### src/rtl/sysreg_irq_if.sv
// Bus bundle for sysreg_irq: system-register access, PC capture, ALU flags and interrupt handshake.
// The master modport is the core/CPU side; the slave modport is the sysreg_irq block.
interface sysreg_irq_if #(
  parameter int unsigned IRQ_CNT = 4,
  parameter int unsigned FLAGS_W = 5
);
  logic               sr_ie;
  logic [15:0]        sr_sel;
  logic [15:0]        sr_in;
  logic [15:0]        sr_out;
  logic [6:0]         instr_op;
  logic [15:0]        pc_in;
  logic               pc_ie;
  logic               pc_inc;
  logic               out_addr_ovr;
  logic [FLAGS_W-1:0] alu_flags_in;
  logic               alu_flags_ie;
  logic [FLAGS_W-1:0] alu_flags;
  logic [IRQ_CNT-1:0] irq_in;
  logic               irq_ack;
  logic               irq_req;
  logic [3:0]         irq_vec;
  logic               boot_mode;
  logic               instr_mem_over;
  logic               irq_en;

  modport master (
    output sr_ie, sr_sel, sr_in, instr_op, pc_in, pc_ie, pc_inc, out_addr_ovr,
    output alu_flags_in, alu_flags_ie, irq_in, irq_ack,
    input  sr_out, alu_flags, irq_req, irq_vec, boot_mode, instr_mem_over, irq_en
  );

  modport slave (
    input  sr_ie, sr_sel, sr_in, instr_op, pc_in, pc_ie, pc_inc, out_addr_ovr,
    input  alu_flags_in, alu_flags_ie, irq_in, irq_ack,
    output sr_out, alu_flags, irq_req, irq_vec, boot_mode, instr_mem_over, irq_en
  );
endinterface

### src/rtl/sysreg_irq.sv
// System registers plus edge-triggered, masked, lowest-index-first interrupt controller.
// Optional ALU flag save/restore across interrupts: define SYSREG_IRQ_FLAG_SAVE_EN.
module sysreg_irq #(
  parameter int unsigned IRQ_CNT = 4,
  parameter int unsigned FLAGS_W = 5
) (
  input logic         clk,
  input logic         rst,
  sysreg_irq_if.slave bus
);
  localparam logic [6:0] OpJtrLd  = 7'b0001110;
  localparam logic [6:0] OpIret   = 7'b0001111;
  localparam logic [6:0] OpJtrSel = 7'b0010001;

  typedef enum logic [1:0] {StIdle, StReq, StActive} state_e;

  state_e             state_q, state_d;
  logic [2:0]         rt_mode_q, rt_mode_d;  // {IRQEN, INA, SUP}
  logic               jtr_mode_q, jtr_mode_d, jtr_buff_q, jtr_buff_d;
  logic [15:0]        irq_pc_q, irq_pc_d;
  logic [FLAGS_W-1:0] alu_flags_q, alu_flags_d;
  logic [IRQ_CNT-1:0] irq_mask_q, irq_mask_d, irq_pend_q, irq_pend_d, irq_prev_q;
  logic [3:0]         irq_cause_q, irq_cause_d, irq_vec_q, irq_vec_d;
  logic [IRQ_CNT-1:0] pend_clr, eligible;
  logic [3:0]         first_irq;
  logic               enter, iret;
`ifdef SYSREG_IRQ_FLAG_SAVE_EN
  logic [FLAGS_W-1:0] flag_shadow_q, flag_shadow_d;
`endif

  assign eligible = irq_pend_q & irq_mask_q;

  always_comb begin
    first_irq = '0;
    for (int i = int'(IRQ_CNT) - 1; i >= 0; i--) begin
      if (eligible[i]) first_irq = 4'(i);
    end
  end

  always_comb begin
    state_d     = state_q;
    rt_mode_d   = rt_mode_q;
    jtr_mode_d  = jtr_mode_q;
    jtr_buff_d  = jtr_buff_q;
    irq_pc_d    = irq_pc_q;
    alu_flags_d = alu_flags_q;
    irq_mask_d  = irq_mask_q;
    irq_cause_d = irq_cause_q;
    irq_vec_d   = irq_vec_q;
    pend_clr    = '0;
    enter       = 1'b0;
    iret        = 1'b0;
`ifdef SYSREG_IRQ_FLAG_SAVE_EN
    flag_shadow_d = flag_shadow_q;
`endif

    if (bus.sr_ie) begin
      case (bus.sr_sel)
        16'd1:   if (rt_mode_q[0]) rt_mode_d = bus.sr_in[2:0];
        16'd2:   jtr_buff_d = bus.sr_in[0];
        16'd3:   irq_pc_d = bus.sr_in;
        16'd4:   alu_flags_d = bus.sr_in[FLAGS_W-1:0];
        16'd5:   irq_mask_d = bus.sr_in[IRQ_CNT-1:0];
        16'd6:   pend_clr = bus.sr_in[IRQ_CNT-1:0];
        default: ;
      endcase
    end
    if (bus.alu_flags_ie) alu_flags_d = bus.alu_flags_in;
    if (bus.out_addr_ovr) rt_mode_d[2] = 1'b1;
    if ((bus.instr_op == OpJtrLd) || (bus.instr_op == OpIret) ||
        ((bus.instr_op == OpJtrSel) && (bus.sr_sel == 16'd0))) begin
      jtr_mode_d = jtr_buff_q;
    end

    unique case (state_q)
      StIdle: begin
        if (rt_mode_q[2] && (|eligible)) begin
          state_d   = StReq;
          irq_vec_d = first_irq;
        end
      end
      StReq: begin
        // Software disabling interrupts withdraws an unacknowledged request.
        if (!rt_mode_q[2]) begin
          state_d = StIdle;
        end else if (bus.irq_ack) begin
          state_d = StActive;
          enter   = 1'b1;
        end
      end
      StActive: begin
        if (bus.instr_op == OpIret) begin
          state_d = StIdle;
          iret    = 1'b1;
        end
      end
      default: state_d = StIdle;
    endcase

    if (enter) begin
      rt_mode_d[0] = 1'b1;
      rt_mode_d[2] = 1'b0;
      irq_cause_d  = irq_vec_q;
      if (bus.pc_ie)       irq_pc_d = bus.sr_in;
      else if (bus.pc_inc) irq_pc_d = bus.pc_in + 16'd1;
      else                 irq_pc_d = bus.pc_in;
`ifdef SYSREG_IRQ_FLAG_SAVE_EN
      flag_shadow_d = alu_flags_q;
`endif
    end
    if (iret) begin
      rt_mode_d[2] = 1'b1;
`ifdef SYSREG_IRQ_FLAG_SAVE_EN
      alu_flags_d = flag_shadow_q;
`endif
    end

    // Clears first, then new edges, so a same-cycle edge always survives.
    irq_pend_d = irq_pend_q & ~pend_clr;
    for (int i = 0; i < int'(IRQ_CNT); i++) begin
      if (enter && (irq_vec_q == 4'(i))) irq_pend_d[i] = 1'b0;
    end
    irq_pend_d = irq_pend_d | (bus.irq_in & ~irq_prev_q);
  end

  always_ff @(posedge clk) begin
    if (rst) begin
      state_q     <= StIdle;
      rt_mode_q   <= 3'b001;
      jtr_mode_q  <= 1'b1;
      jtr_buff_q  <= 1'b1;
      irq_pc_q    <= '0;
      alu_flags_q <= '0;
      irq_mask_q  <= '0;
      irq_pend_q  <= '0;
      irq_prev_q  <= '0;
      irq_cause_q <= '0;
      irq_vec_q   <= '0;
`ifdef SYSREG_IRQ_FLAG_SAVE_EN
      flag_shadow_q <= '0;
`endif
    end else begin
      state_q     <= state_d;
      rt_mode_q   <= rt_mode_d;
      jtr_mode_q  <= jtr_mode_d;
      jtr_buff_q  <= jtr_buff_d;
      irq_pc_q    <= irq_pc_d;
      alu_flags_q <= alu_flags_d;
      irq_mask_q  <= irq_mask_d;
      irq_pend_q  <= irq_pend_d;
      irq_prev_q  <= bus.irq_in;
      irq_cause_q <= irq_cause_d;
      irq_vec_q   <= irq_vec_d;
`ifdef SYSREG_IRQ_FLAG_SAVE_EN
      flag_shadow_q <= flag_shadow_d;
`endif
    end
  end

  always_comb begin
    bus.sr_out = '0;
    if (bus.out_addr_ovr) begin
      bus.sr_out = irq_pc_q;
    end else begin
      case (bus.sr_sel)
        16'd1:   bus.sr_out = {13'd0, rt_mode_q};
        16'd2:   bus.sr_out = {15'd0, jtr_buff_q};
        16'd3:   bus.sr_out = irq_pc_q;
        16'd4:   bus.sr_out = 16'(alu_flags_q);
        16'd5:   bus.sr_out = 16'(irq_mask_q);
        16'd6:   bus.sr_out = 16'(irq_pend_q);
        16'd7:   bus.sr_out = {12'd0, irq_cause_q};
`ifdef SYSREG_IRQ_FLAG_SAVE_EN
        16'd8:   bus.sr_out = 16'(flag_shadow_q);
`endif
        default: bus.sr_out = '0;
      endcase
    end
  end

  assign bus.alu_flags      = alu_flags_q;
  assign bus.irq_req        = (state_q == StReq);
  assign bus.irq_vec        = irq_vec_q;
  assign bus.boot_mode      = jtr_mode_q;
  assign bus.instr_mem_over = rt_mode_q[1];
  assign bus.irq_en         = rt_mode_q[2];
endmodule

### src/flat_wrapper.sv
// flat-port wrapper written by rule: the top's interface ports become plain ports
module sysreg_irq_flat 
#(
  parameter int unsigned IRQ_CNT = 4,
  parameter int unsigned FLAGS_W = 5
)
  (clk, rst, bus_sr_ie, bus_sr_sel, bus_sr_in, bus_instr_op, bus_pc_in, bus_pc_ie, bus_pc_inc, bus_out_addr_ovr, bus_alu_flags_in, bus_alu_flags_ie, bus_irq_in, bus_irq_ack, bus_sr_out, bus_alu_flags, bus_irq_req, bus_irq_vec, bus_boot_mode, bus_instr_mem_over, bus_irq_en);
  sysreg_irq_if #(.IRQ_CNT(IRQ_CNT), .FLAGS_W(FLAGS_W)) bus_i ();
  input logic clk;
  input logic rst;
  input wire logic [$bits(bus_i.sr_ie)-1:0] bus_sr_ie;
  input wire logic [$bits(bus_i.sr_sel)-1:0] bus_sr_sel;
  input wire logic [$bits(bus_i.sr_in)-1:0] bus_sr_in;
  input wire logic [$bits(bus_i.instr_op)-1:0] bus_instr_op;
  input wire logic [$bits(bus_i.pc_in)-1:0] bus_pc_in;
  input wire logic [$bits(bus_i.pc_ie)-1:0] bus_pc_ie;
  input wire logic [$bits(bus_i.pc_inc)-1:0] bus_pc_inc;
  input wire logic [$bits(bus_i.out_addr_ovr)-1:0] bus_out_addr_ovr;
  input wire logic [$bits(bus_i.alu_flags_in)-1:0] bus_alu_flags_in;
  input wire logic [$bits(bus_i.alu_flags_ie)-1:0] bus_alu_flags_ie;
  input wire logic [$bits(bus_i.irq_in)-1:0] bus_irq_in;
  input wire logic [$bits(bus_i.irq_ack)-1:0] bus_irq_ack;
  output wire logic [$bits(bus_i.sr_out)-1:0] bus_sr_out;
  output wire logic [$bits(bus_i.alu_flags)-1:0] bus_alu_flags;
  output wire logic [$bits(bus_i.irq_req)-1:0] bus_irq_req;
  output wire logic [$bits(bus_i.irq_vec)-1:0] bus_irq_vec;
  output wire logic [$bits(bus_i.boot_mode)-1:0] bus_boot_mode;
  output wire logic [$bits(bus_i.instr_mem_over)-1:0] bus_instr_mem_over;
  output wire logic [$bits(bus_i.irq_en)-1:0] bus_irq_en;
  assign bus_i.sr_ie = bus_sr_ie;
  assign bus_i.sr_sel = bus_sr_sel;
  assign bus_i.sr_in = bus_sr_in;
  assign bus_i.instr_op = bus_instr_op;
  assign bus_i.pc_in = bus_pc_in;
  assign bus_i.pc_ie = bus_pc_ie;
  assign bus_i.pc_inc = bus_pc_inc;
  assign bus_i.out_addr_ovr = bus_out_addr_ovr;
  assign bus_i.alu_flags_in = bus_alu_flags_in;
  assign bus_i.alu_flags_ie = bus_alu_flags_ie;
  assign bus_i.irq_in = bus_irq_in;
  assign bus_i.irq_ack = bus_irq_ack;
  assign bus_sr_out = bus_i.sr_out;
  assign bus_alu_flags = bus_i.alu_flags;
  assign bus_irq_req = bus_i.irq_req;
  assign bus_irq_vec = bus_i.irq_vec;
  assign bus_boot_mode = bus_i.boot_mode;
  assign bus_instr_mem_over = bus_i.instr_mem_over;
  assign bus_irq_en = bus_i.irq_en;
  sysreg_irq #(.IRQ_CNT(IRQ_CNT), .FLAGS_W(FLAGS_W)) u_core (.clk(clk), .rst(rst), .bus(bus_i));
endmodule
### config.mk
export PLATFORM = sky130hd
export DESIGN_NAME = sysreg_irq_flat
export DESIGN_NICKNAME = d
export VERILOG_FILES = /design/src/rtl/sysreg_irq_if.sv /design/src/rtl/sysreg_irq.sv /design/src/flat_wrapper.sv
export SDC_FILE = /design/constraint.sdc
export NUM_CORES = 1
export LEC_CHECK = 0
export BUFFER_PORTS_ARGS = -buffer_cell sky130_fd_sc_hd__buf_4
export CAP_MARGIN = 0
export CORE_MARGIN = 3
export CORE_UTILIZATION = 50
export DETAILED_ROUTE_END_ITERATION = 8
export HOLD_SLACK_MARGIN = 0.15
export PLACE_DENSITY = 0.87
export SLEW_MARGIN = 0
export SYNTH_ARGS = -nofsm -noshare
export SYNTH_HDL_FRONTEND = slang
export SYNTH_SLANG_ARGS = --single-unit
### constraint.sdc
create_clock -name clk -period 2.9 [get_ports clk]
set_input_delay 0.145 -clock clk [delete_from_list [all_inputs] [get_ports clk]]
set_output_delay 0.145 -clock clk [all_outputs]
set_load 0.01 [all_outputs]
# Word level (Yosys, flattened, before mapping)
# Index checks and enable logic that the tools add are counted.
# word_totals
register_bits,48
inputBits,72
output_inout_bits,29
word_cells,103
# op_classes
add_sub_neg,1
eq_ne,18
mux,36
bitwise_logic,6
n_reduce_logical,29
# ops
operator,count
$pmux 16 s7,1
$mux 16,6
$eq 16x3->1 const B,4
$eq 16x2->1 const B,2
$add 16x1->16 const B,1
$eq 16x1->1 const B,1
$logic_not 16->1,1
$mux 2,8
$mux 5,3
$eq 7x4->1 const B,2
$and 4x4->4,3
$mux 1,12
$reduce_and 2->1,6
$reduce_bool 4->1,3
$mux 3,3
$reduce_and 3->1,3
$eq 4x2->1 const B,2
$mux 4,2
$not 4->4,2
$reduce_bool 2->1,4
$eq 7x5->1 const B,1
$logic_and 1x1->1,6
$pmux 2 s3,1
$eq 4x1->1 const B,1
10 further kinds,12

# Depth between registers and ports, before layout
# Gate-level depths: netlist (run 1).
# depth
word_depth,7
ltp_mapped,7
mapped_depth_nobuf,6

# Worst setup path after synthesis (run 1)
# No wires, ideal clock.
# synth_timing
path_kind,flip-flop to flip-flop
startpoint,register u_core.rt_mode_q[2]
endpoint,register u_core.irq_pc_q[14]
setup_time_ps,68
t_arrival_ps,1816
t_required_ps,2832
path_slack_ps,1016
path_stages_with_launch,8
n_path_buf,2
synth_period_minus_slack_ps,1884
path_cell_list,dfxtp_1 buf_2 nand4b_1 nor2_1 buf_2 nor2_1 a211o_1 a21oi_2
# synth_between
elab_chain_len,4
elab_cells_between_ends,6
cone_classes,mux (3); reduce/logical (3)
# synth_lines
element,line_no,source
from (decl),sysreg_irq.sv:18,"logic [2:0] rt_mode_q, rt_mode_d;"
from (signal assigned),sysreg_irq.sv:144,rt_mode_q <= rt_mode_d;
$mux 1 *,sysreg_irq.sv:84,if (!rt_mode_q[2]) begin
$mux 1 *,sysreg_irq.sv:75,unique case (state_q)
$reduce_bool 2->1 (no source line),n/a,
$reduce_and 2->1 (no source line),n/a,
to (signal assigned),sysreg_irq.sv:147,irq_pc_q <= irq_pc_d;
to (decl),sysreg_irq.sv:20,"logic [15:0] irq_pc_q, irq_pc_d;"
# Mark *: on every way between the ends. The rest lies on a longest branch, timed or not.
# A chain may end at the register's enable or synchronous reset.

# Worst setup path after layout (run 1)
# layout_timing
startpoint,input port bus_sr_sel[0]
endpoint,output port bus_sr_out[3]
# layout_between
elab_chain_len,3
elab_cells_between_ends,9
cone_classes,eq/ne (7); mux (2)
# layout_lines
element,line_no,source
from (decl),flat_wrapper.sv:12,input wire logic [$bits(bus_i.sr_sel)-1:0] bus_sr_sel;
$eq 16x3->1 (tied with other cells),sysreg_irq.sv:165,case (bus.sr_sel)
$pmux 16 s7 *,sysreg_irq.sv:165,
$mux 16 *,sysreg_irq.sv:162,if (bus.out_addr_ovr) begin
to (decl),flat_wrapper.sv:23,output wire logic [$bits(bus_i.sr_out)-1:0] bus_sr_out;
# Marks and branches as above.

==> results of run 1 <==
## routing by layer
layer | share of wire, % | vias to the layer above | global-route usage [%]
li1 | - | 1441 | -
met1 | 41 | 1392 | 33.6
met2 | 48 | 148 | 45.1
met3 | 8.5 | 18 | 5.87
met4 | 1.8 | 0 | 7.43
met5 | 0 | - | 0
## final cells by class
| type | count | area [um^2] |
|---|---|---|
| multi-input combinational | 262 | 1680 |
| clock buffer | 5 | 68.8 |
| sequential | 44 | 881 |
| fill | 409 | 1440 |
| tap | 70 | 87.6 |
| clock inverter | 3 | 23.8 |
| inverter | 13 | 48.8 |
| timing repair buffer | 119 | 941 |
## worst reg2reg max path, delay by kind of cell (launching register included)
family,cells,cell delay [ns]
buffers and inverters,1,0.21
AO/OA/AOI/OAI,3,1.12
AND/OR/NAND/NOR,1,0.29
flip-flops,1,0.46
## registers in the layout (all words and copies together) (netlist names)
name                  cells
u_core.bus.alu_flags      5
u_core.bus.boot_mode      1
u_core.bus.irq_vec        2
u_core.irq_cause_q        2
u_core.irq_mask_q         4
u_core.irq_pc_q          16
u_core.irq_pend_q         4
u_core.irq_prev_q         4
u_core.jtr_buff_q         1
u_core.rt_mode_q          3
u_core.state_q            2
## cells in the final DEF, fill, tap and decap left out, types with 10 or more instances in the layout
| master | instances |
|---|---|
| a21oi_1 | 16 |
| nor4_1 | 10 |
| xnor2_1 | 11 |
| nor2b_1 | 13 |
| o21ai_0 | 12 |
| nand2_1 | 40 |
| nand3_1 | 19 |
| nor3_1 | 12 |
| dfxtp_1 | 44 |
| dlygate4sd3_1 | 19 |
| buf_4 | 100 |
| mux2i_1 | 17 |
| nor2_1 | 27 |
| inv_1 | 12 |
## report_power, final
| part | switching, mW | internal, mW |
|---|---|---|
| clock | 0.229 | 0.171 |
| combinational | 0.105 | 0.121 |
| sequential | 0.0137 | 0.618 |
## cells by family (layout without fill, tap and decap cells)
kind of cell	after synthesis	count (layout)	share of synthesized area (%)
compound gates	78	78	20.3
xor+xnor	15	15	4.83
fa+ha+maj	1	1	0.460
buf+inv	34	140	5.98
flops	44	44	32.4
mux	20	20	7.49
other cells	1	2	0.138
simple gates	146	146	28.4
## path summary, 6_finish.rpt
kind,from,endpoint,slack [ns],depth (start not counted)
worst max-delay path,bus_sr_sel[0],bus_sr_out[3],0.50,6
worst max register to register,u_core.state_q[1],u_core.irq_pc_q[11],0.77,5
worst min-delay path,bus_sr_in[2],u_core.irq_mask_q[2],0.17,3
worst min register to register,u_core.irq_prev_q[3],u_core.irq_pend_q[3],0.42,1
## per-stage QoR
step                      instance area [um^2]  total power, mW  setup slack (ns)  cells
after global routing                      3730             1.31             0.387    516
after detailed placement                  3450            0.846             0.536    489
after floorplan                           2730            0.730              1.02    340
after global placement                    3450            0.842             0.624    489
after CTS                                 3730             1.26             0.524    516
final                                     3730             1.26             0.497    516
==> results.yml, run 1 <==
run_status:
  outcome: "complete, no violations"
worst_setup_path:
  cp_max_fo: 14
  cp_cell_sequence: "buf_4, or4b_4, and4b_1, a21oi_1, o22ai_1, buf_4"
  endpoint_kind: "output port"
  worst-path-buf-inv: 2
  path_class: "input pin to output port"
  crit_required_ns: 2.76
  cp_slowest_stage_delay_ns: 1.04
  cp_common_cell: "buf_4"
  critPathLaunchType: "input pin"
  slowest_stage: "a21oi_1"
  crit_arrival_ns: 2.26
  cpLargestDelayFamily: "compound AO/OA/AOI/OAI gates"
logic_synthesis:
  ys.flop_type: "dfxtp_1"
  syn_inst: 339
  yosys_warnings: 0
  synth_most_common_cell: "dfxtp_1"
  async_flop_share_pct: 0
  synth_area_leaders: "dfxtp_1, mux2i_1, nand2_1, nor2_1, xnor2_1"
  synth_area_per_cell_um2: 8.03
  synth_edf_count: 0
  yosysSeqAreaShare_pct: 32.4
  synth_area_leader_cell: "dfxtp_1"
  synth_common_cells: "dfxtp_1, nand2_1, nor2_1"
  synth.distinct_cells: 54
  synth_area_um2: 2720
  synth_top_cell_area_share_pct: 32.4
  ys_ff_latch: 44
cts:
  root_buffer: "clkbuf_8"
  cts_tree: "built"
  numCtsBuffers: 5
  path_clk_slew_ns: 0.09
  cts_resized: 0
  postCtsHoldBufs: 19
  cts_setup_buffers: 0
  cts_num_sinks: 44
  cts_max_level: 2
  clock_path_buffers: 2
  insertion_delay_ns: 0.30
floorplan:
  die_h_um: 79.8
  initial_core_util_pct: 52.6
  std_cell_rows: 26
  die_x_um: 79.8
  core_area_um2: 5170
  dieArea_um2: 6360
  io_pins: 101
power:
  ir_drop_uv: 327
  powerDensity_nw_per_um2: 337
  leakage_nw: 1.48
route:
  drt-vias-per-instance: 5.81
  postRouteAntennaNets: 0
  dr.pass1.iters: 5
  routedWlPerCell_um: 16.6
  vias: 2999
  routed_wirelength_um: 8540
  drc_errors: 0
  drtIter0Drc: 257
min_path:
  min_path_type: "input pin to flop"
timing:
  setup_tns_ns: 0
  report.final.slew_viol_count: 0
  finalHoldViolations: 0
  skew_ns: 0.00341
  timing.final.crit_share_pct: 82.8
  holdWs_ns: 0.175
  rsz0062_at_grt: "no"
  post-route-min-period_ns: 2.40
  fmax_mhz: 416
  setup_viol: 0
  worst_pin_slew_ns: 1.32
  slew_headroom_pct: 11.9
global_route:
  grt_start_max_net_pins: 35
  grt_pass1_vias: 2859
  grt_pass1_wl_um: 13400
  grt_antenna_before_repair: 0
  grt-ovfl-total: 0
  grt_usage_pct: 26.5
run:
  drv_cap: 0
layout:
  fin_nets: 518
  layout-drive-gt1-share_pct: 27.6
  antennaDiodeCount: 0
  final_util_pct: 72.2
  area_growth_syn_to_layout_pct: 37.1
placement:
  hpwl_um: 6060
  gp_congestion: 0.979
  io_buffers: 98
(Power assumes the default switching activity.)
==> run 2: changes to the inputs <==
- CORE_UTILIZATION: 50 -> 45
- PLACE_DENSITY: 0.87 -> 0.83
- clock period: 2.9 -> 2 ns (I/O delays scaled with it)
==> run 2 against run 1 <==
- sequential share of layout area down 0.85 points
- critical path depth up 1
- clock power up 44%
- count of clock-buffer cells in the layout unchanged
- first-iteration DRC count down 30%
- highest routed layer unchanged
- combinational power up 51%
==> results.yml, run 2 (synthesis gave the netlist of run 1 again) <==
run_status:
  outcome: "complete, no violations"
cts:
  numCtsBuffers: 5
  path_clk_slew_ns: 0.09
  root_buffer: "clkbuf_8"
  cts_tree: "built"
  cts_num_sinks: 44
  insertion_delay_ns: 0.30
  cts_max_level: 2
  clock_path_buffers: 2
  cts_setup_buffers: 0
min_path:
  hold_depth: 4
  min_path_type: "input pin to flop"
worst_setup_path:
  slowest_stage: "or4b_4"
  cp_cell_sequence: "buf_4, or4b_4, and4b_1, a21oi_2, buf_4, nor2b_1, buf_4"
  cp_max_fo: 11
  critPathLaunchType: "input pin"
  cp_slowest_stage_delay_ns: 0.59
  reg2reg_slack_ns: 0.20
  path_class: "input pin to output port"
  cp_common_cell: "buf_4"
  endpoint_kind: "output port"
  rr_worst_depth: 6
  crit_required_ns: 1.90
  crit_arrival_ns: 1.76
global_route:
  grt_start_max_net_pins: 35
  grt-ovfl-total: 0
  grt_pass1_vias: 2917
  grt_pass1_wl_um: 13800
  grt_usage_pct: 23.9
  grt_antenna_before_repair: 0
floorplan:
  die_h_um: 83.8
  initial_core_util_pct: 47.9
  std_cell_rows: 27
  io_pins: 101
  dieArea_um2: 7020
  die_x_um: 83.8
  core_area_um2: 5680
layout:
  nFillCells: 478
  fin_nets: 531
  fin_area_um2: 3870
  top_register: "u_core.irq_pc_q"
  final_cell_mix: "buf_4, dfxtp_1, nand2_1"
  area_growth_syn_to_layout_pct: 42.3
  final_common_cell: "buf_4"
  antennaDiodeCount: 0
  largest_reg_flops: 16
  layout-drive-gt1-share_pct: 30.1
timing:
  finalHoldViolations: 0
  slew_headroom_pct: 64.9
  worst_pin_slew_ns: 0.527
  post-route-min-period_ns: 1.86
  report.final.slew_viol_count: 0
  rsz0062_at_grt: "no"
  skew_ns: 0.00516
  setup_tns_ns: 0
  timing.final.crit_share_pct: 93.1
  setup_viol: 0
  fmax_mhz: 537
route:
  dr.max_layer_used: "met4"
  routedWlPerCell_um: 16.2
  wl_met3_um: 713
  dr.pass1.iters: 4
  dr_wl_met2_um: 4190
  drc_errors: 0
  drt-vias-per-instance: 5.72
  postRouteAntennaNets: 0
  drtIter0Drc: 179
  met1_length_um: 3530
  vias: 3036
  routed_wirelength_um: 8580
placement:
  io_buffers: 98
  post_dp_cell_area_um2: 3550
  hpwl_um: 6390
  gp_congestion: 0.948
power:
  powerDensity_nw_per_um2: 473
  ir_drop_uv: 414
  leakage_nw: 1.55
run:
  drv_cap: 0
==> run 2: path summary, 6_finish.rpt <==
| check | from | endpoint |
|---|---|---|
| worst max register to register | u_core.state_q[0] | u_core.irq_pc_q[15] |
| worst min-delay path | bus_instr_op[0] | u_core.state_q[1] |
| worst max-delay path | bus_sr_sel[7] | bus_sr_out[7] |
| worst min register to register | u_core.irq_prev_q[1] | u_core.irq_pend_q[1] |
==> run 2: worst max-delay path, delay by kind of cell <==
family	cells	cell delay, ns
compound gates	1	0.11
buf+inv	3	0.47
simple gates	3	1.09
==> run 2: area by class of cell <==
class                           instances  area (um^2)  area share, %
Multi-Input combinational cell        262         1710           44.1
Timing Repair Buffer                  132         1050           27.2
Sequential cell                        44          881           22.7
Tap cell                               72         90.1           2.33
Clock buffer                            5         68.8           1.78
Inverter                               13         48.8           1.26
Clock inverter                          3         23.8          0.614
==> run 2: per-layer routing <==
layer / GRT usage (%) / vias up
met5: 0 / -
met4: 7.89 / 0
met3: 6.12 / 13
met2: 39.5 / 123
met1: 30.1 / 1427
li1: - / 1473
==> run 2: power by group <==
part | switching (mW) | internal [mW] | total, mW
sequential | 0.0187 | 0.896 | 0.915
combinational | 0.158 | 0.184 | 0.342
clock | 0.327 | 0.248 | 0.575
==> run 2: repair_timing <==
item	CTS	global route
endpoints found under the hold margin	28	0
endpoints found under the setup margin	0	6
hold buffers	20	0
gates resized for setup	0	5
==> run 2: through the flow <==
step / hold WS [ns] / setup slack (ns) / power (mW) / cells / utilization (%)
after floorplan: 0.207 / 0.116 / 1.06 / 340 / -
after global placement: 0.299 / 0.103 / 1.23 / 503 / 62.6
after detailed placement: 0.308 / 0.0618 / 1.24 / 503 / 62.6
after CTS: 0.171 / 0.0945 / 1.83 / 531 / 67.8
after global routing: 0.203 / 0.0437 / 1.92 / 531 / 68.2
final: 0.171 / 0.137 / 1.83 / 531 / 68.2
==> run 3: changes to the inputs <==
- SLEW_MARGIN: 0 -> 10
- clock period: 2 -> 1.7 ns (I/O delays scaled with it)
==> run 3 against run 2 <==
- the run now ends with negative setup slack left
- clock power is 40% higher
- sequential power is 18% higher
- register-to-register slack worse by 0.06 ns
- clock skew is 0.0041 ns higher
- combinational power is 28% higher
- die area stayed put
- utilization is 4.5 points higher
- worst setup slack worse by 0.15 ns
- via count is 4.8% higher
- wire length is 7.4% higher
==> results.yml, run 3 (synthesis gave the netlist of run 1 again) <==
floorplan:
  std_cell_rows: 27
  core_area_um2: 5680
  dieArea_um2: 7020
  initial_core_util_pct: 47.9
  io_pins: 101
  die_x_um: 83.8
  die_h_um: 83.8
layout:
  area_growth_syn_to_layout_pct: 51.7
  final_common_cell: "buf_4"
  final_cell_count_no_fill: 551
  layout-drive-gt1-share_pct: 35.7
  final_cell_mix: "buf_4, dfxtp_1, nand2_1"
  fin_nets: 551
  top_register: "u_core.irq_pc_q"
  antennaDiodeCount: 0
  nFillCells: 453
  largest_reg_flops: 16
route:
  met1_length_um: 3860
  drtIter0Drc: 283
  wl_met3_um: 801
  dr.pass1.iters: 5
  routed_wirelength_um: 9210
  dr_wl_met2_um: 4380
  vias: 3181
  drc_errors: 0
  postRouteAntennaNets: 0
  routedWlPerCell_um: 16.7
  dr.max_layer_used: "met4"
  drt-vias-per-instance: 5.77
min_path:
  min_path_type: "input pin to flop"
cts:
  cts_num_sinks: 44
  path_clk_slew_ns: 0.09
  cts_max_level: 2
  numCtsBuffers: 5
  cts_tree: "built"
  clock_path_buffers: 2
  insertion_delay_ns: 0.30
  root_buffer: "clkbuf_8"
timing:
  finalHoldViolations: 0
  post-route-min-period_ns: 1.71
  finalWorstSetupSlack_ns: -0.0119
  setup_viol: 2
  report.final.slew_viol_count: 0
  fmax_mhz: 584
  rsz0062_at_grt: "yes"
  skew_ns: 0.00926
  holdWs_ns: 0.159
  timing.final.crit_share_pct: 101
run_status:
  outcome: "complete, but fails checks"
  violations: "negative setup slack"
placement:
  io_buffers: 98
  dp_cells: 521
  gp_congestion: 0.928
  hpwl_um: 6540
  dpl_worst_slack_ns: -0.190
worst_setup_path:
  critPathLaunchType: "input pin"
  path_class: "input pin to output port"
  crit_arrival_ns: 1.63
  cp_max_fo: 4
  crit_required_ns: 1.62
  endpoint_kind: "output port"
power:
  powerDensity_nw_per_um2: 562
  ir_drop_uv: 308
  leakage_nw: 1.67
global_route:
  grt_pass1_vias: 3131
  grt_start_max_net_pins: 35
  grt-ovfl-total: 0
  grt_antenna_before_repair: 0
  grt_pass1_wl_um: 14700
  grt_usage_pct: 25.0
run:
  drv_cap: 0
## run 3: changes by cell type in the layout (fill, tap and decap cells not counted), sizes merged
cell and change:
buf +20, bufinv +1, clkinvlp -2, clkbuf +1
## run 3: path summary, 6_finish.rpt
check                                       endpoint                  from  cells past startpoint  slack (ns)
worst max-delay path                   bus_sr_out[3]         bus_sr_sel[2]                      7       -0.01
worst min register to register  u_core.irq_pend_q[1]  u_core.irq_prev_q[1]                      1        0.41
worst min-delay path               u_core.state_q[1]       bus_instr_op[0]                      4        0.16
worst max register to register    u_core.irq_pc_q[2]     u_core.state_q[1]                      7        0.14
## run 3: area by class of cell
class                      instances  area (um^2)  share of cell area (%)
inverter                          13         48.8                    1.18
clock inverter                     2         35.0                   0.849
sequential                        44          883                    21.4
clock buffer                       6         72.6                    1.76
timing repair buffer             152         1210                    29.4
tap                               72         90.1                    2.18
multi-input combinational        262         1780                    43.2
## run 3: repair_timing
item,in CTS,in global routing
resized for setup,9,11
pin swaps,1,7
endpoints found under the hold margin,28,0
setup buffers,1,1
endpoints found under the setup margin,16,15
hold buffers,20,0
## run 3: metrics by stage
step	cell area, um^2	setup TNS [ns]	util [%]	power, mW
floorplan	2770	-0.0947	-	1.25
global placement	3720	-1.09	65.5	1.46
detailed placement	3720	-2.59	65.5	1.47
CTS	4070	-0.0186	71.7	2.30
global route	4130	-0.221	72.7	2.39
finish	4130	-0.0153	72.7	2.32
## run 3: per-layer routing
layer / GRT usage, % / up-vias
li1: - / 1507
met1: 31.4 / 1492
met2: 42.2 / 163
met3: 6.42 / 19
met4: 7.02 / 0
met5: 0 / -
## run 3: where the power goes
part	internal, mW	switching, mW	total, mW
Combinational	0.233	0.203	0.437
Clock	0.436	0.370	0.806
Sequential	1.05	0.0208	1.08
## run 3: critical path, cell delays in order
cell and delay (ns):
buf_6 0.09, or4b_4 0.54, and4b_2 0.36, a21oi_2 0.08, buf_4 0.16, o22ai_2 0.16
buf_4 0.14
